===== config.mk =====
export PLATFORM = sky130hd
export DESIGN_NAME = systolic_job_arbiter_flat
export DESIGN_NICKNAME = d
export VERILOG_FILES = /design/src/rtl/systolic_pkg.sv /design/src/rtl/systolic_job_arbiter_if.sv /design/src/rtl/rr_arbiter.sv /design/src/rtl/systolic_job_arbiter.sv /design/src/flat_wrapper.sv
export SDC_FILE = /design/constraint.sdc
export NUM_CORES = 1
export LEC_CHECK = 0
export CAP_MARGIN = 20
export CORE_MARGIN = 2
export CORE_UTILIZATION = 38
export DETAILED_ROUTE_END_ITERATION = 8
export GPL_TIMING_DRIVEN = 0
export PLACE_DENSITY_LB_ADDON = 0.15
export SLEW_MARGIN = 40
export SYNTH_ARGS = -nofsm -noshare
export SYNTH_HDL_FRONTEND = slang
export SYNTH_SLANG_ARGS = --single-unit

===== constraint.sdc =====
create_clock -name clk -period 3.5 [get_ports clk]
set_input_delay 0.7 -clock clk [delete_from_list [all_inputs] [get_ports clk]]
set_output_delay 0.7 -clock clk [all_outputs]
set_load 0.02 [all_outputs]

===== src/rtl/systolic_pkg.sv =====
// systolic_pkg: shared encodings and arbiter state type for the systolic array control path
package systolic_pkg;
    localparam logic [1:0] SA_OP_MATMUL = 2'd0;
    localparam logic [1:0] SA_OP_CONV   = 2'd1;
    localparam logic [1:0] SA_OP_IDLE   = 2'd2;
    localparam int SA_MAX_DIM = 16;
    typedef enum logic [1:0] {
        ARB_IDLE     = 2'd0,
        ARB_ISSUE    = 2'd1,
        ARB_WAIT     = 2'd2,
        ARB_COMPLETE = 2'd3
    } arb_state_e;
endpackage


===== src/rtl/systolic_job_arbiter_if.sv =====
// systolic_job_arbiter_if: requester job/completion bus plus systolic_array control port
// slave  : arbiter view (accepts jobs, drives array controls and completions)
// master : environment view (requesters and array model)
interface systolic_job_arbiter_if #(
    parameter int NUM_REQ = 4
);
    logic [NUM_REQ-1:0]         req_valid;
    logic [NUM_REQ-1:0]         req_ready;
    logic [2*NUM_REQ-1:0]       req_op;
    logic [4*NUM_REQ-1:0]       req_rows;
    logic [4*NUM_REQ-1:0]       req_cols;
    logic [NUM_REQ-1:0]         cpl_valid;
    logic                       cpl_error;
    logic [31:0]                cpl_cycles;
    logic                       sa_start;
    logic [1:0]                 sa_operation;
    logic [3:0]                 sa_rows;
    logic [3:0]                 sa_cols;
    logic                       sa_done;
    logic [31:0]                sa_cycle_count;
    logic                       busy;
    logic [$clog2(NUM_REQ)-1:0] owner;
    modport slave (
        input  req_valid, req_op, req_rows, req_cols, sa_done, sa_cycle_count,
        output req_ready, cpl_valid, cpl_error, cpl_cycles, sa_start,
               sa_operation, sa_rows, sa_cols, busy, owner
    );
    modport master (
        output req_valid, req_op, req_rows, req_cols, sa_done, sa_cycle_count,
        input  req_ready, cpl_valid, cpl_error, cpl_cycles, sa_start,
               sa_operation, sa_rows, sa_cols, busy, owner
    );
endinterface


===== src/rtl/rr_arbiter.sv =====
// rr_arbiter: combinational round-robin picker, first set request at or after ptr_i
// req_i : request vector
// ptr_i : highest-priority index
// gnt_o : one-hot grant (zero when no request)
// idx_o : index of the granted request (zero when no request)
module rr_arbiter #(
    parameter int NUM_REQ = 4,
    localparam int W = $clog2(NUM_REQ)
) (
    input  logic [NUM_REQ-1:0] req_i,
    input  logic [W-1:0]       ptr_i,
    output logic [NUM_REQ-1:0] gnt_o,
    output logic [W-1:0]       idx_o
);
    logic         found;
    logic [W-1:0] j;
    always_comb begin
        gnt_o = '0;
        idx_o = '0;
        found = 1'b0;
        j     = '0;
        for (int k = 0; k < NUM_REQ; k++) begin
            j = W'((int'(ptr_i) + k) % NUM_REQ);
            if (!found && req_i[j]) begin
                found    = 1'b1;
                gnt_o[j] = 1'b1;
                idx_o    = j;
            end
        end
    end
endmodule


===== src/rtl/systolic_job_arbiter.sv =====
// systolic_job_arbiter: round-robin job sequencer sharing one systolic_array among NUM_REQ requesters
// clk, rst : clock and asynchronous active-high reset
// bus      : slave side of systolic_job_arbiter_if (job handshake, completions, array control, status)
// Optional watchdog on sa_done enabled by defining SYSTOLIC_ARB_TIMEOUT_EN (limit TIMEOUT_CYCLES).
module systolic_job_arbiter
    import systolic_pkg::*;
#(
    parameter int NUM_REQ        = 4,
    parameter int TIMEOUT_CYCLES = 1023
) (
    input logic                   clk,
    input logic                   rst,
    systolic_job_arbiter_if.slave bus
);
    localparam int W = $clog2(NUM_REQ);

    arb_state_e         state_q, state_d;
    logic [W-1:0]       rr_ptr_q, rr_ptr_d, owner_q, owner_d, win_idx;
    logic [NUM_REQ-1:0] win_gnt;
    logic [1:0]         op_q, op_d, win_op;
    logic [3:0]         rows_q, rows_d, cols_q, cols_d, win_rows, win_cols;
    logic               cpl_error_q, cpl_error_d;
    logic [31:0]        cpl_cycles_q, cpl_cycles_d;
    logic               idle, accept, legal, done_ev, timeout;

    rr_arbiter #(.NUM_REQ(NUM_REQ)) u_rr (
        .req_i (bus.req_valid),
        .ptr_i (rr_ptr_q),
        .gnt_o (win_gnt),
        .idx_o (win_idx)
    );

    assign idle    = state_q == ARB_IDLE;
    assign accept  = idle && |bus.req_valid;
    assign legal   = win_op < SA_OP_IDLE && win_rows != 4'd0 && win_cols != 4'd0;
    assign done_ev = state_q == ARB_WAIT && bus.sa_done;

`ifdef SYSTOLIC_ARB_TIMEOUT_EN
    logic [31:0] wd_q;
    always_ff @(posedge clk or posedge rst) begin
        if (rst) wd_q <= '0;
        else     wd_q <= (state_q == ARB_WAIT) ? wd_q + 32'd1 : '0;
    end
    // Fires on the TIMEOUT_CYCLES-th WAIT cycle; a same-cycle sa_done wins.
    assign timeout = state_q == ARB_WAIT && !bus.sa_done && wd_q == 32'(TIMEOUT_CYCLES - 1);
`else
    // Watchdog compiled out: constant-false, WAIT ends only on sa_done.
    assign timeout = TIMEOUT_CYCLES < 0;
`endif

    always_comb begin
        win_op   = '0;
        win_rows = '0;
        win_cols = '0;
        for (int i = 0; i < NUM_REQ; i++) begin
            if (W'(i) == win_idx) begin
                win_op   = bus.req_op[2*i +: 2];
                win_rows = bus.req_rows[4*i +: 4];
                win_cols = bus.req_cols[4*i +: 4];
            end
        end
        state_d = idle                    ? (accept ? (legal ? ARB_ISSUE : ARB_COMPLETE) : ARB_IDLE) :
                  (state_q == ARB_ISSUE)  ? ARB_WAIT :
                  (state_q == ARB_WAIT)   ? ((done_ev || timeout) ? ARB_COMPLETE : ARB_WAIT) :
                                            ARB_IDLE;
        rr_ptr_d = (state_q == ARB_COMPLETE) ? ((owner_q == W'(NUM_REQ - 1)) ? '0 : owner_q + 1'b1) : rr_ptr_q;
        owner_d  = accept ? win_idx  : owner_q;
        op_d     = accept ? win_op   : op_q;
        rows_d   = accept ? win_rows : rows_q;
        cols_d   = accept ? win_cols : cols_q;
        cpl_error_d  = (accept && !legal) ? 1'b1 : done_ev ? 1'b0 : timeout ? 1'b1 : cpl_error_q;
        cpl_cycles_d = (accept && !legal) ? '0 : done_ev ? bus.sa_cycle_count : timeout ? '0 : cpl_cycles_q;
    end

    always_ff @(posedge clk or posedge rst) begin
        if (rst) begin
            state_q      <= ARB_IDLE;
            rr_ptr_q     <= '0;
            owner_q      <= '0;
            op_q         <= '0;
            rows_q       <= '0;
            cols_q       <= '0;
            cpl_error_q  <= 1'b0;
            cpl_cycles_q <= '0;
        end else begin
            state_q      <= state_d;
            rr_ptr_q     <= rr_ptr_d;
            owner_q      <= owner_d;
            op_q         <= op_d;
            rows_q       <= rows_d;
            cols_q       <= cols_d;
            cpl_error_q  <= cpl_error_d;
            cpl_cycles_q <= cpl_cycles_d;
        end
    end

    // Ready is forced low during reset since the arbitration itself is combinational.
    assign bus.req_ready    = (idle && !rst) ? win_gnt : '0;
    assign bus.cpl_valid    = (state_q == ARB_COMPLETE) ? ({{(NUM_REQ-1){1'b0}}, 1'b1} << owner_q) : '0;
    assign bus.cpl_error    = cpl_error_q;
    assign bus.cpl_cycles   = cpl_cycles_q;
    assign bus.sa_start     = state_q == ARB_ISSUE;
    assign bus.sa_operation = op_q;
    assign bus.sa_rows      = rows_q;
    assign bus.sa_cols      = cols_q;
    assign bus.busy         = !idle;
    assign bus.owner        = owner_q;
endmodule


===== src/flat_wrapper.sv =====
// flat-port wrapper written by rule: the top's interface ports become plain ports
module systolic_job_arbiter_flat import systolic_pkg::*;
#(
    parameter int NUM_REQ        = 4,
    parameter int TIMEOUT_CYCLES = 1023
)
  (clk, rst, bus_req_valid, bus_req_op, bus_req_rows, bus_req_cols, bus_sa_done, bus_sa_cycle_count, bus_req_ready, bus_cpl_valid, bus_cpl_error, bus_cpl_cycles, bus_sa_start, bus_sa_operation, bus_sa_rows, bus_sa_cols, bus_busy, bus_owner);
  systolic_job_arbiter_if #(.NUM_REQ(NUM_REQ)) bus_i ();
  input logic clk;
  input logic rst;
  input wire logic [$bits(bus_i.req_valid)-1:0] bus_req_valid;
  input wire logic [$bits(bus_i.req_op)-1:0] bus_req_op;
  input wire logic [$bits(bus_i.req_rows)-1:0] bus_req_rows;
  input wire logic [$bits(bus_i.req_cols)-1:0] bus_req_cols;
  input wire logic [$bits(bus_i.sa_done)-1:0] bus_sa_done;
  input wire logic [$bits(bus_i.sa_cycle_count)-1:0] bus_sa_cycle_count;
  output wire logic [$bits(bus_i.req_ready)-1:0] bus_req_ready;
  output wire logic [$bits(bus_i.cpl_valid)-1:0] bus_cpl_valid;
  output wire logic [$bits(bus_i.cpl_error)-1:0] bus_cpl_error;
  output wire logic [$bits(bus_i.cpl_cycles)-1:0] bus_cpl_cycles;
  output wire logic [$bits(bus_i.sa_start)-1:0] bus_sa_start;
  output wire logic [$bits(bus_i.sa_operation)-1:0] bus_sa_operation;
  output wire logic [$bits(bus_i.sa_rows)-1:0] bus_sa_rows;
  output wire logic [$bits(bus_i.sa_cols)-1:0] bus_sa_cols;
  output wire logic [$bits(bus_i.busy)-1:0] bus_busy;
  output wire logic [$bits(bus_i.owner)-1:0] bus_owner;
  assign bus_i.req_valid = bus_req_valid;
  assign bus_i.req_op = bus_req_op;
  assign bus_i.req_rows = bus_req_rows;
  assign bus_i.req_cols = bus_req_cols;
  assign bus_i.sa_done = bus_sa_done;
  assign bus_i.sa_cycle_count = bus_sa_cycle_count;
  assign bus_req_ready = bus_i.req_ready;
  assign bus_cpl_valid = bus_i.cpl_valid;
  assign bus_cpl_error = bus_i.cpl_error;
  assign bus_cpl_cycles = bus_i.cpl_cycles;
  assign bus_sa_start = bus_i.sa_start;
  assign bus_sa_operation = bus_i.sa_operation;
  assign bus_sa_rows = bus_i.sa_rows;
  assign bus_sa_cols = bus_i.sa_cols;
  assign bus_busy = bus_i.busy;
  assign bus_owner = bus_i.owner;
  systolic_job_arbiter #(.NUM_REQ(NUM_REQ), .TIMEOUT_CYCLES(TIMEOUT_CYCLES)) u_core (.clk(clk), .rst(rst), .bus(bus_i));
endmodule

# Word-level counts from Yosys, hierarchy flattened
# Index checks and enable logic that the tools add are counted.
dict set report word_totals {
  reg_bits 49
  input_bits 79
  wordCells 109
}
dict set report classes {
  bitwise_logic 3
  n_eq_ne 7
  addsub 4
  n_reduce_logical 25
  magnitude_cmp 9
  muxes 52
  n_shift 1
}
# operator count
set ops {}
lappend ops {{two-way mux 32 bit} 2}
lappend ops {{two-way mux 4 bit} 14}
lappend ops {{two-way mux 2 bit} 14}
lappend ops {{two-way mux 1 bit} 14}
lappend ops {{logical AND 1 bit} 13}
lappend ops {{< comparator 2 x 3 -> 1 bit (second input constant)} 4}
lappend ops {{bitwise OR 4 bit} 3}
lappend ops {{binary-select mux 1 bit (select 2 bit)} 4}
lappend ops {{demux 1 bit (select 2 bit)} 4}
lappend ops {{>= comparator 2 x 1 -> 1 bit (second input constant)} 4}
lappend ops {{nonzero test 4 bit} 2}
lappend ops {{== test 2 bit (second input constant)} 3}
lappend ops {{zero test 1 bit} 6}
lappend ops {{adder 2 x 1 -> 2 bit (second input constant)} 2}
lappend ops {{adder 2 bit (second input constant)} 2}
lappend ops {{== test 2 bit (first input constant)} 2}
lappend ops {{zero test 2 bit} 2}
lappend ops {{OR reduction 4 bit} 1}
lappend ops {{left shift 1 x 2 -> 4 bit (first input constant)} 1}
lappend ops {{== test 1 x 2 -> 1 bit (first input constant)} 1}
lappend ops {{== test 2 x 1 -> 1 bit (second input constant)} 1}
lappend ops {{< comparator 2 bit (second input constant)} 1}
lappend ops {{nonzero test 2 bit} 1}

# Logic depth before layout (Yosys ltp)
dict set report logic_depth {
  word_depth 23
  depth_mapped 14
  mapped_depth_nobuf 10
}

# By module
# From an unflattened synthesis, not the netlist that was laid out.
dict set report hier_totals {
  cells_unflattened 229
  hier_area_um2 2940.3
}
# mod cells_each area_each_um2 n_inst
set modules_own_cells {}
lappend modules_own_cells {systolic_job_arbiter 183 2521.2 1}
lappend modules_own_cells {rr_arbiter 46 419.2 1}

# Least setup slack after synthesis
# Ideal clock, no wire load.
dict set report synth_path {
  path_type {reg2reg}
  start {register u_core.rr_ptr_q[0]}
  end {register u_core.cpl_cycles_q[0] (netlist: u_core.bus.cpl_cycles[0])}
  synth_period_minus_slack_ns 3.815
  n_path_buf 4
  arrival_ns 3.694
  slack_ns -0.315
  path_stages_with_launch 15
  cell_sequence {dfrtp_1 > buf_2 > inv_1 > ha_1 > buf_6 > mux4_2 > nand2b_1 > a221oi_2 > a21oi_2 > buf_4 > mux4_2 > or4_4 > a31oi_4 > buf_6 > nor3_2}
}
dict set report synth_via {
  elab_chain_cells 23
  elab_cells_between_ends 49
  classes_between {add/sub: 3; order compare: 1; eq/ne: 3; mux: 28; reduce/logical: 14}
}
# element line
set synth_rtl {}
lappend synth_rtl {{start, declared} systolic_job_arbiter.sv:18} ;# logic [W-1:0] rr_ptr_q, rr_ptr_d, owner_q, owner_d, win_idx;
lappend synth_rtl {{start signal, assigned} systolic_job_arbiter.sv:87} ;# rr_ptr_q <= rr_ptr_d;
lappend synth_rtl {{parallel branches: the longest is 11 deep, another holds adder 2 x 1 -> 2 bit} --}
lappend synth_rtl {{two-way mux 2 bit (*)} rr_arbiter.sv:24} ;# if (!found && req_i[j]) begin
lappend synth_rtl {{zero test 2 bit} systolic_job_arbiter.sv:56} ;# if (W'(i) == win_idx) begin
lappend synth_rtl {{two-way mux 2 bit / two-way mux 4 bit (equally long branches) (4 in a row)} systolic_job_arbiter.sv:56}
lappend synth_rtl {{< comparator 2 bit / nonzero test 4 bit (equally long branches)} systolic_job_arbiter.sv:35} ;# assign legal = win_op < SA_OP_IDLE && win_rows != 4'd0 && win_cols != 4'd0;
lappend synth_rtl {{logical AND 1 bit} systolic_job_arbiter.sv:35}
lappend synth_rtl {{logical AND 1 bit (*)} systolic_job_arbiter.sv:35}
lappend synth_rtl {{zero test 1 bit (*)} systolic_job_arbiter.sv:72} ;# cpl_cycles_d = (accept && !legal) ? '0 : done_ev ? bus.sa_cycle_count : timeout ? '0 : cpl_cycles_q;
lappend synth_rtl {{logical AND 1 bit (*)} systolic_job_arbiter.sv:72}
lappend synth_rtl {{two-way mux 32 bit / nonzero test 2 bit (equally long branches)} --}
lappend synth_rtl {{end signal, assigned} systolic_job_arbiter.sv:93} ;# cpl_cycles_q <= cpl_cycles_d;
lappend synth_rtl {{end, declared} systolic_job_arbiter.sv:23} ;# logic [31:0] cpl_cycles_q, cpl_cycles_d;
# Every way passes the cells marked *. The select of a mux whose other input is x is not followed.
# A chain may end at the register's enable or synchronous reset.

# Final worst setup path
dict set report layout_path {
  start {input bus_req_valid[2]}
  end {register u_core.cpl_cycles_q[13] (netlist: u_core.bus.cpl_cycles[13])}
}
dict set report layout_via {
  elab_chain_cells 23
  elab_cells_between_ends 48
  classes_between {order compare: 1; eq/ne: 3; mux: 28; reduce/logical: 16}
}
# element line
set layout_rtl {}
lappend layout_rtl {{start, declared} flat_wrapper.sv:11} ;# input wire logic [$bits(bus_i.req_valid)-1:0] bus_req_valid;
lappend layout_rtl {{binary-select mux 1 bit (select 2 bit)} rr_arbiter.sv:24}
lappend layout_rtl {{two-way mux 1 bit (implied by the code)} rr_arbiter.sv:24}
lappend layout_rtl {{two-way mux 1 bit} rr_arbiter.sv:24}
lappend layout_rtl {{zero test 1 bit} rr_arbiter.sv:24}
lappend layout_rtl {{logical AND 1 bit} rr_arbiter.sv:24}
lappend layout_rtl {{two-way mux 1 bit} rr_arbiter.sv:24}
lappend layout_rtl {{zero test 1 bit} rr_arbiter.sv:24}
lappend layout_rtl {{logical AND 1 bit} rr_arbiter.sv:24}
lappend layout_rtl {{(+3 left out)} --}
lappend layout_rtl {{two-way mux 2 bit} rr_arbiter.sv:24}
lappend layout_rtl {{zero test 2 bit} systolic_job_arbiter.sv:56}
lappend layout_rtl {{two-way mux 2 bit / two-way mux 4 bit (equally long branches) (4 in a row)} systolic_job_arbiter.sv:56}
lappend layout_rtl {{< comparator 2 bit / nonzero test 4 bit (equally long branches)} systolic_job_arbiter.sv:35}
lappend layout_rtl {{logical AND 1 bit (2 in a row)} systolic_job_arbiter.sv:35}
lappend layout_rtl {{zero test 1 bit} systolic_job_arbiter.sv:72}
lappend layout_rtl {{logical AND 1 bit (*)} systolic_job_arbiter.sv:72}
lappend layout_rtl {{two-way mux 32 bit / nonzero test 2 bit (equally long branches)} --}
# Mark *: on every way between the ends. The rest lies on a longest branch, timed or not. The select of a mux whose other input is x is not followed.

==> qor.csv <==
stage,metric,value,unit
floorplanning,core_area,7610,um^2
grt,grt_max_degree,31,
timing,slew_violations,0,
placed_design,post_dp_cell_area,4480,um^2
synthesis,synth_nets,384,
worst_hold_path,holdCritPathClass,reg2reg,
setup_path,setup.worst_path.end_class,flop,
grt,use_met3,0.0444,
synthesis,synth_area,2940,um^2
detailed_routing,vias,2812,
setup_path,startpoint,bus_req_valid[2],
setup_path,reg2reg_from,u_core.rr_ptr_q[0],
power,p_int,2.62,mW
setup_path,r2r_setup_slack,-0.02,ns
timing,max_slew.worst_pin.slew,0.487,ns
floorplanning,fp.dieH,91.9,um
clock_tree,path_clk_slew,0.10,ns
grt,grt_remaining_overflow,0,
floorplanning,ios,134,
floorplanning,die_area,8450,um^2
power,power_switching,1.84,mW
job,drv_cap,0,
setup_path,cp_max_fo,10,
power,swShare,0.412,
timing,period_share,1.01,
setup_path,crit_required,3.69,ns
synthesis,synth_seq_cells,49,
setup_path,start_kind,input port,
final_layout,final_common_cell,clkdlybuf4s50_1,
power,clkPwrFrac,0.096,
power,ir_worst_vdd,0.000369,V
power,p_per_area,914,nW/um^2
detailed_routing,avgViaCountPerCell,5.11,
synthesis,yosysWarnings,0,
setup_path,cp.arrival,3.71,ns
clock_tree,cts_tree,done,
detailed_routing,final_antenna_net_count,0,
final_layout,fin_cells,550,
timing,post-route-min-period,3.52,ns
setup_path,rr_worst_depth,13,
outcome,violations,setup timing,
worst_hold_path,min_from,u_core.bus.cpl_error,
clock_tree,insertion_delay,0.30,ns
setup_path,crit_type,in2reg,
timing,fin_worst_skew,0.0140,ns
power,total_power,4.45,mW
clock_tree,cts_buffer_depth,2,
synthesis,ys_seq_area_frac,0.418,
grt,top_usage_layer,met2,
detailed_routing,drtPass1Iterations,4,
detailed_routing,wl_per_cell,15.1,um
final_layout,utilization,0.640,
setup_path,cp-endpoint,u_core.bus.cpl_cycles[13],
grt,track_usage,0.198,
power,comb_power_share,0.681,
timing,grt_setup_unrepaired,yes,
final_layout,syn_to_final_growth,65.8,%
setup_path,reg2reg_to,u_core.bus.cpl_cycles[13],
placed_design,portBuffers,130,
grt,grtUsageMet2,0.344,
detailed_routing,drcViolationCount,0,
placed_design,dp.cells,523,
power,power_leakage,2.03,nW
floorplanning,rows,32,
clock_tree,cts.htree.levels,2,
clock_tree,cts_sinks,49,
synthesis,synth_cells,290,
floorplanning,initial_core_util,0.386,
grt,grt_pass1_wl,13.4,mm
final_layout,nets,541,
floorplanning,die_w,91.9,um
clock_tree,cts_root_buf,clkbuf_8,
clock_tree,numCtsBuffers,5,
synthesis,postSynthAreaPerCell,10.1,um^2
final_layout,stdcell_area,4870,um^2
timing,fin_ws,-0.0243,ns
grt,grt_pass1_vias,2810,
timing,setup_viol,10,
outcome,status,"finished, violations left",
placed_design,gp_congestion,0.789,
synthesis,synth_cell_types,34,
grt,grtUsageMet1,0.246,
power,seqPwrFrac,0.223,
final_layout,diodes,0,
timing,relSlewSlack,0.676,
final_layout,layout-drive-gt1-share,0.225,
grt,antenna_found_initial,0,
detailed_routing,wl,8.33,mm
placed_design,dpl.hpwl,6.20,mm
timing,hold_viol,0,
detailed_routing,drt_iter0_markers,90,
timing,timing.fmax,284,MHz
final_layout,final_cell_mix,"124 x clkdlybuf4s50_1, 47 x dfrtp_1, 41 x nor2_1",
[critical path: stages]
cell and delay (ns):
dlygate4sd2_1 0.25, buf_6 0.14, mux4_2 0.47, nand2b_4 0.17, a221oi_4 0.28, a21oi_4 0.08, mux4_2 0.44, or4_4 0.55
a31oi_4 0.22, buf_12 0.15, buf_12 0.10, buf_8 0.12, nor3_2 0.04
[cells by family after synthesis]
family | count (synthesis) | synth area share
multiplexers | 30 | 0.155
AO/OA/AOI/OAI | 64 | 0.137
buffers and inverters | 34 | 0.0584
adder cells (fa/ha/maj) | 15 | 0.0639
flip-flops | 49 | 0.418
AND/OR/NAND/NOR | 98 | 0.169
[routing by layer]
metal  up-vias  part of all wire
met2       115              0.51
met3        14             0.062
met1      1337              0.41
li1       1346                 -
met4         0             0.018
met5         -                 0
[how the worst min path moves through the flow]
stage	slack [ns]	end	cells after the start
5_1_grt	0.51	u_core.bus.cpl_error	1
6_report	0.49	u_core.bus.cpl_error	1
3_3_place_gp	0.46	u_core.bus.sa_operation[1]	2
4_1_cts	0.50	u_core.bus.cpl_error	1
3_5_place_dp	0.47	u_core.bus.cpl_error	1
2_1_floorplan	0.59	u_core.bus.sa_operation[0]	2
[power by group through the flow]
stage	Clock [mW]	Combinational [mW]	Sequential [mW]
after floorplan	0	1.44	1.29
after global placement	0	2.60	1.01
after detailed placement	0	2.65	1.02
after CTS	0.439	3.03	0.987
after global routing	0.456	3.28	1.03
final	0.427	3.03	0.992
[repair_timing]
action | in CTS | in global routing
setup endpoints to repair | 38 | 37
setup buffers | 16 | 4
cloned | 3 | 0
hold buffers | 0 | 0
gates resized for setup | 29 | 7
pin swaps | 11 | 1
[synth_stat cells (all sizes together)]
master	instances	share of area
o31ai	1	0.0026
and3	1	0.0021
a21oi	36	0.063
nor2	42	0.054
a21o	3	0.0077
mux4	10	0.081
nor2b	1	0.0021
o22ai	3	0.0064
ha	15	0.064
inv	10	0.013
a221oi	5	0.017
mux2	14	0.054
nand2b	1	0.0021
or4	2	0.0077
clkbuf	13	0.017
a31oi	2	0.0094
and2	4	0.0085
a211o	1	0.0030
a211oi	1	0.0026
nor3	34	0.075
mux2i	6	0.020
nand2	12	0.015
o21ai	8	0.014
buf	11	0.029
dfrtp	49	0.42
a22o	4	0.012
nand4	1	0.0021
[final cells by class]
class	count	area [um^2]
Multi-Input combinational cell	207	1680
Fill cell	636	2740
Sequential cell	49	1230
Inverter	10	47.5
Timing Repair Buffer	152	1520
Buffer	22	146
Tap cell	102	128
Clock buffer	6	82.6
Clock inverter	2	37.5
[state kept, by name, summed over array words and instances, names as in the netlist]
signal                   flops
u_core.rr_ptr_q              2
u_core.bus.sa_operation      2
u_core.bus.sa_cols           4
u_core.bus.cpl_error         1
u_core.bus.owner             2
u_core.state_q               2
u_core.bus.cpl_cycles       32
u_core.bus.sa_rows           4
[per-stage QoR]
step	worst slack (ns)	hold slack, ns	TNS (ns)
after detailed placement	-0.656	0.474	-22.76
final	-0.0243	0.491	-0.179
after global placement	-1.01	0.461	-23.66
after CTS	-0.0822	0.497	-1.13
after global routing	-0.174	0.511	-3.19
after floorplan	-0.0793	0.590	-2.12
Power figures use the tool's default switching activity.
